$ cat config.mk
export PLATFORM = sky130hd
export DESIGN_NAME = ex_muldiv_unit
export DESIGN_NICKNAME = d
export VERILOG_FILES = /design/src/rtl/ex_muldiv_unit.sv
export SDC_FILE = /design/constraint.sdc
export NUM_CORES = 2
export LEC_CHECK = 0
export CAP_MARGIN = 30
export CORE_MARGIN = 1
export CORE_UTILIZATION = 67
export CTS_CLUSTER_SIZE = 14
export DETAILED_ROUTE_END_ITERATION = 8
export PLACE_DENSITY = 0.9
export SETUP_SLACK_MARGIN = 0.3
export SLEW_MARGIN = 20
export SYNTH_ARGS = -nofsm -noshare
export SYNTH_HDL_FRONTEND = slang
export SYNTH_SLANG_ARGS = --single-unit
$ cat constraint.sdc
create_clock -name clk -period 13.6 [get_ports clk]
set_input_delay 2.04 -clock clk [delete_from_list [all_inputs] [get_ports clk]]
set_output_delay 2.04 -clock clk [all_outputs]
set_load 0.1 [all_outputs]
$ cat src/rtl/ex_muldiv_unit.sv
// RV32M multiply/divide execute unit: one op per valid/allow_in transaction,
// single-cycle fast paths plus a shared shift-add / restoring-divide datapath.
module ex_muldiv_unit #(
    parameter int XLEN     = 32,
    parameter int TAG_W    = 5,
    parameter int FAST_MUL = 1
) (
    input  logic             clk,
    input  logic             rst,
    input  logic             flush,
    input  logic             in_valid,
    output logic             allow_in,
    input  logic [2:0]       in_op,
    input  logic [XLEN-1:0]  in_a,
    input  logic [XLEN-1:0]  in_b,
    input  logic [TAG_W-1:0] in_tag,
    output logic             out_valid,
    input  logic             out_ready,
    output logic [XLEN-1:0]  out_result,
    output logic [TAG_W-1:0] out_tag,
    output logic             busy
);

    localparam int CNT_W = $clog2(XLEN) + 1;
    localparam logic [XLEN-1:0] MIN_INT = {1'b1, {(XLEN-1){1'b0}}};

    typedef enum logic [1:0] {IDLE, BUSY, DONE} state_t;

    state_t              state;
    logic [CNT_W-1:0]    cnt;
    logic [2:0]          op_q;
    logic                neg_q;
    logic [XLEN-1:0]     opnd_q;
    logic [2*XLEN-1:0]   acc_q;

    logic                accept;
    logic                a_signed, b_signed, a_neg, b_neg, in_neg;
    logic [XLEN-1:0]     a_mag, b_mag;
    logic [2*XLEN-1:0]   a_ext, b_ext, fast_prod;
    logic                one_cycle;
    logic [XLEN-1:0]     quick_result;

    assign out_valid = (state == DONE);
    assign busy      = (state == BUSY);
    assign allow_in  = !flush && ((state == IDLE) || (state == DONE && out_ready));
    assign accept    = in_valid && allow_in;

    // Decode of the incoming request: operand magnitudes, result sign and
    // the ops that finish in a single cycle.
    always_comb begin
        // NOTE: every output gets a default first so no path infers a latch.
        one_cycle    = 1'b0;
        quick_result = '0;
        a_signed  = (in_op == 3'd1) || (in_op == 3'd2) || (in_op == 3'd4) || (in_op == 3'd6);
        b_signed  = (in_op == 3'd1) || (in_op == 3'd4) || (in_op == 3'd6);
        a_neg     = a_signed && in_a[XLEN-1];
        b_neg     = b_signed && in_b[XLEN-1];
        a_mag     = a_neg ? -in_a : in_a;
        b_mag     = b_neg ? -in_b : in_b;
        in_neg    = (in_op[2] && in_op[1]) ? a_neg : (a_neg ^ b_neg);
        a_ext     = a_signed ? {{XLEN{in_a[XLEN-1]}}, in_a} : {{XLEN{1'b0}}, in_a};
        b_ext     = b_signed ? {{XLEN{in_b[XLEN-1]}}, in_b} : {{XLEN{1'b0}}, in_b};
        fast_prod = a_ext * b_ext;
        if (in_op[2]) begin
            if (in_b == '0) begin
                one_cycle    = 1'b1;
                quick_result = in_op[1] ? in_a : '1;
            end else if (!in_op[0] && in_a == MIN_INT && in_b == '1) begin
                one_cycle    = 1'b1;
                quick_result = in_op[1] ? '0 : MIN_INT;
            end
        end else if (FAST_MUL != 0) begin
            one_cycle    = 1'b1;
            quick_result = (in_op[1:0] == 2'd0) ? fast_prod[XLEN-1:0]
                                                : fast_prod[2*XLEN-1:XLEN];
        end
    end

    logic [XLEN:0]       mul_sum;
    logic [2*XLEN-1:0]   mul_next, div_next, prod_c;
    logic [XLEN:0]       rem_sh;
    logic                div_ge;
    logic [XLEN-1:0]     rem_sub, div_sel, div_res, mul_res, final_result;

    // One iteration: acc_q holds {partial product, multiplier} for multiply
    // and {partial remainder, dividend/quotient} for divide.
    always_comb begin
        mul_sum  = {1'b0, acc_q[2*XLEN-1:XLEN]} + (acc_q[0] ? {1'b0, opnd_q} : '0);
        mul_next = {mul_sum, acc_q[XLEN-1:1]};
        rem_sh   = acc_q[2*XLEN-1:XLEN-1];
        div_ge   = (rem_sh >= {1'b0, opnd_q});
        rem_sub  = rem_sh[XLEN-1:0] - opnd_q;
        div_next = div_ge ? {rem_sub, acc_q[XLEN-2:0], 1'b1}
                          : {rem_sh[XLEN-1:0], acc_q[XLEN-2:0], 1'b0};
        prod_c   = neg_q ? -mul_next : mul_next;
        mul_res  = (op_q[1:0] == 2'd0) ? prod_c[XLEN-1:0] : prod_c[2*XLEN-1:XLEN];
        div_sel  = op_q[1] ? div_next[2*XLEN-1:XLEN] : div_next[XLEN-1:0];
        div_res  = neg_q ? -div_sel : div_sel;
        final_result = op_q[2] ? div_res : mul_res;
    end

    // NOTE: only control state and visible outputs are reset; the operand and
    // accumulator registers are always loaded on accept before being read.
    always_ff @(posedge clk) begin
        if (rst) begin
            state      <= IDLE;
            cnt        <= '0;
            out_result <= '0;
            out_tag    <= '0;
        end else if (flush) begin
            state <= IDLE;
            cnt   <= '0;
        end else begin
            case (state)
                BUSY: begin
                    acc_q <= op_q[2] ? div_next : mul_next;
                    cnt   <= cnt + 1'b1;
                    if (cnt == CNT_W'(XLEN-1)) begin
                        out_result <= final_result;
                        state      <= DONE;
                    end
                end
                default: begin
                    if (accept) begin
                        op_q    <= in_op;
                        neg_q   <= in_neg;
                        out_tag <= in_tag;
                        opnd_q  <= in_op[2] ? b_mag : a_mag;
                        acc_q   <= {{XLEN{1'b0}}, (in_op[2] ? a_mag : b_mag)};
                        cnt     <= '0;
                        if (one_cycle) begin
                            out_result <= quick_result;
                            state      <= DONE;
                        end else begin
                            state <= BUSY;
                        end
                    end else if (state == DONE && out_ready) begin
                        state <= IDLE;
                    end
                end
            endcase
        end
    end

endmodule

==> flow_summary.json <==
{
  "yosys-top-cells-count": "inv_1, fa_1, nand2_1",
  "synth_most_common_cell": "inv_1",
  "grt_pass1_wl_um": 330000,
  "ctsHtreeMaxLevel": 4,
  "relSlewSlack_pct": 25.9,
  "synth_compound_area_share_pct": 10.0,
  "async_reset_ff_share_pct": 0,
  "grt_usage_pct": 44.8,
  "cts_sinks": 145,
  "fin_crit_sh_pct": 92.8,
  "synthDistinctLibCells": 98,
  "synthTopCellsByArea": "fa_1, inv_1, ha_1",
  "synthesis.area_sq_um": 64500,
  "drt-total-wl_um": 215000,
  "cp.required_ns": 13.96,
  "die_area_sq_um": 97500,
  "min_period_ns": 12.62,
  "clock_latency_ns": 0.48,
  "tns_ns": 0,
  "drt_iter0_drc": 6078,
  "hp-class": "reg -> reg",
  "synth-xor-area-share_pct": 3.57,
  "syn_nets": 9295,
  "grt_pass1_vias": 58000,
  "synth_warnings": 0,
  "synth-seq-cells": 145,
  "grt_max_degree": 73,
  "fin_worst_skew_ns": 0.0217,
  "crit_path_start_kind": "input port",
  "synth-main-ff-cell": "edfxtp_1",
  "critPathSlowestCell": "fa_1",
  "setup_viol_count_final": 0,
  "rsz0062_at_grt": "no",
  "row_count": 113,
  "place_congestion": 1.04,
  "ant_nets": 0,
  "core_sq_um": 95200,
  "post_drt_wl_per_cell_um": 25.2,
  "synthMuxAreaShare_pct": 1.72,
  "avgSynthCellArea_sq_um": 8.69,
  "cp_slowest_stage_delay_ns": 0.75,
  "clk_pin_slew_ns": 0.07,
  "postCtsSetupRepairBufs": 0,
  "synth_edf_count": 100,
  "crit_fanout": 29,
  "start_util_pct": 67.8,
  "synth_largest_area_cell": "fa_1",
  "cp-end-kind": "flip-flop",
  "cp.arrival_ns": 12.98,
  "cts_resized": 0,
  "yosys.area_share.adder_pct": 51.5,
  "tightest_slew_ns": 1.11,
  "die_y_um": 312,
  "die_w_um": 312,
  "cts_tree": "built",
  "antenna_found_initial": 13,
  "drcViolationCount": 0,
  "crit_path_frequent_cell": "fa_1",
  "yosysTopAreaCellShare_pct": 44.1,
  "cap_violations": 0,
  "synth_top_family_by_area": "adder cells",
  "yosys.area_share.simple_pct": 15.2,
  "fmax_ghz": 0.0792,
  "io_buffers": 116,
  "path_class": "in -> reg",
  "hpwl_um": 176000,
  "cts_root_buffer": "clkbuf_16",
  "routed_via_density": 6.35,
  "slew_violations": 0,
  "io_pins": 117,
  "final_hold_viol_count": 0,
  "cts_hold_buf": 0,
  "syn_to_final_growth_pct": 4.25,
  "outcome": "finished clean",
  "first_pass_iters": 9,
  "drive_gt1_share_pct": 4.04,
  "grt_overflow": 0,
  "cts_buffers": 17,
  "nets": 9133,
  "ys_seq_area_share_pct": 6.05,
  "vias": 54300,
  "clock_path_buffers": 2,
  "synthCells": 7419
}
-- area by class of cell --
| class | instances | area [sq um] |
|---|---|---|
| diodes | 6 | 15.0 |
| clock buffers | 20 | 479 |
| clock inverters | 12 | 109 |
| fillers | 6982 | 27900 |
| inverters | 1597 | 5990 |
| multi-input cells | 5231 | 52900 |
| flip-flops and latches | 145 | 3900 |
| well taps | 1265 | 1580 |
| repair buffers | 265 | 2210 |
-- worst max-delay path: cells and delay by family --
kind                     cells  cell delay, ns
adder cells (fa/ha/maj)     11            6.08
multiplexers                 1            0.23
AO/OA/AOI/OAI               13            2.78
buffers and inverters        5            1.29
AND/OR/NAND/NOR              2            0.51
-- metrics by stage --
| stage | cell area, sq um | setup WS [ns] | std cells | hold slack, ns | utilization [%] |
|---|---|---|---|---|---|
| floorplan | 64500 | 1.43 | 7419 | 0.465 | - |
| global placement | 66400 | 0.813 | 8491 | 0.441 | 69.8 |
| detailed placement | 66500 | 0.697 | 8498 | 0.447 | 69.9 |
| CTS | 67100 | 1.14 | 8530 | 0.456 | 70.6 |
| global route | 67200 | 0.585 | 8538 | 0.477 | 70.6 |
| finish | 67200 | 0.976 | 8541 | 0.460 | 70.6 |
-- cells by family (layout without fill, tap and decap cells) --
| logic type | Yosys count | after routing |
|---|---|---|
| mux | 108 | 108 |
| fa+ha+maj | 1802 | 1802 |
| flops | 145 | 145 |
| simple gates | 2075 | 2075 |
| compound gates | 983 | 983 |
| other cells | 0 | 6 |
| buf+inv | 2043 | 1894 |
| xor+xnor | 263 | 263 |
-- worst paths after layout --
kind,start,endpoint,slack (ns),depth (start not counted)
max,in_op[0],out_result[31]$_SDFFE_PP0P_,0.98,32
min,out_tag[2]$_SDFFE_PP0P_,out_tag[2]$_SDFFE_PP0P_,0.46,2
max reg2reg,opnd_q[23]$_DFFE_PP_,out_result[18]$_SDFFE_PP0P_,7.60,19
min reg2reg,out_tag[2]$_SDFFE_PP0P_,out_tag[2]$_SDFFE_PP0P_,0.46,2
-- sequential cells by signal, indices dropped and copies added (netlist names) --
| register | flops |
|---|---|
| acc_q | 64 |
| opnd_q | 32 |
| out_result | 32 |
| cnt | 6 |
| out_tag | 5 |
| op_q | 3 |
| state | 2 |
| neg_q | 1 |
-- layer usage --
metal	wire length (um)	share of wire [%]	track usage (%)	vias up
met2	98600	46	71.4	3671
met1	72900	34	53.5	26900
met5	63	0.029	0	-
met3	25500	12	12.1	1073
met4	17800	8.3	30.0	10
li1	-	-	-	22600
-- cells in the final DEF, fill, tap and decap left out, types with 13 or more instances in the layout --
master,netlist,layout
inv_1,1593,1592
fa_1,1419,1419
nand2_1,957,957
and2_1,402,402
ha_1,380,380
nor2_1,305,301
a21oi_1,275,275
o21ai_0,189,189
xnor2_1,166,166
buf_4,0,136
edfxtp_1,100,100
mux2i_1,97,97
xor2_1,97,97
nor3_1,81,81
clkdlybuf4s50_1,0,80
nand3_1,79,79
a21o_1,74,74
a211oi_1,63,63
o211ai_1,53,53
dfxtp_1,45,45
o31ai_1,40,40
and3_1,40,39
or3_1,39,39
buf_2,13,36
a31oi_1,35,34
nand4_1,28,28
o21a_1,25,25
a311oi_1,24,24
nor2b_1,24,24
nand2b_1,25,24
o21bai_1,22,22
clkbuf_16,0,19
nor4_1,18,18
or2_2,17,17
or4_1,15,15
a211o_1,14,14
a31o_2,13,13
o41ai_1,13,13
o22ai_1,13,13
Power is left out: the tool's default activity adds up to more than one toggle a clock period on the data nets, which glitch-free logic cannot reach.
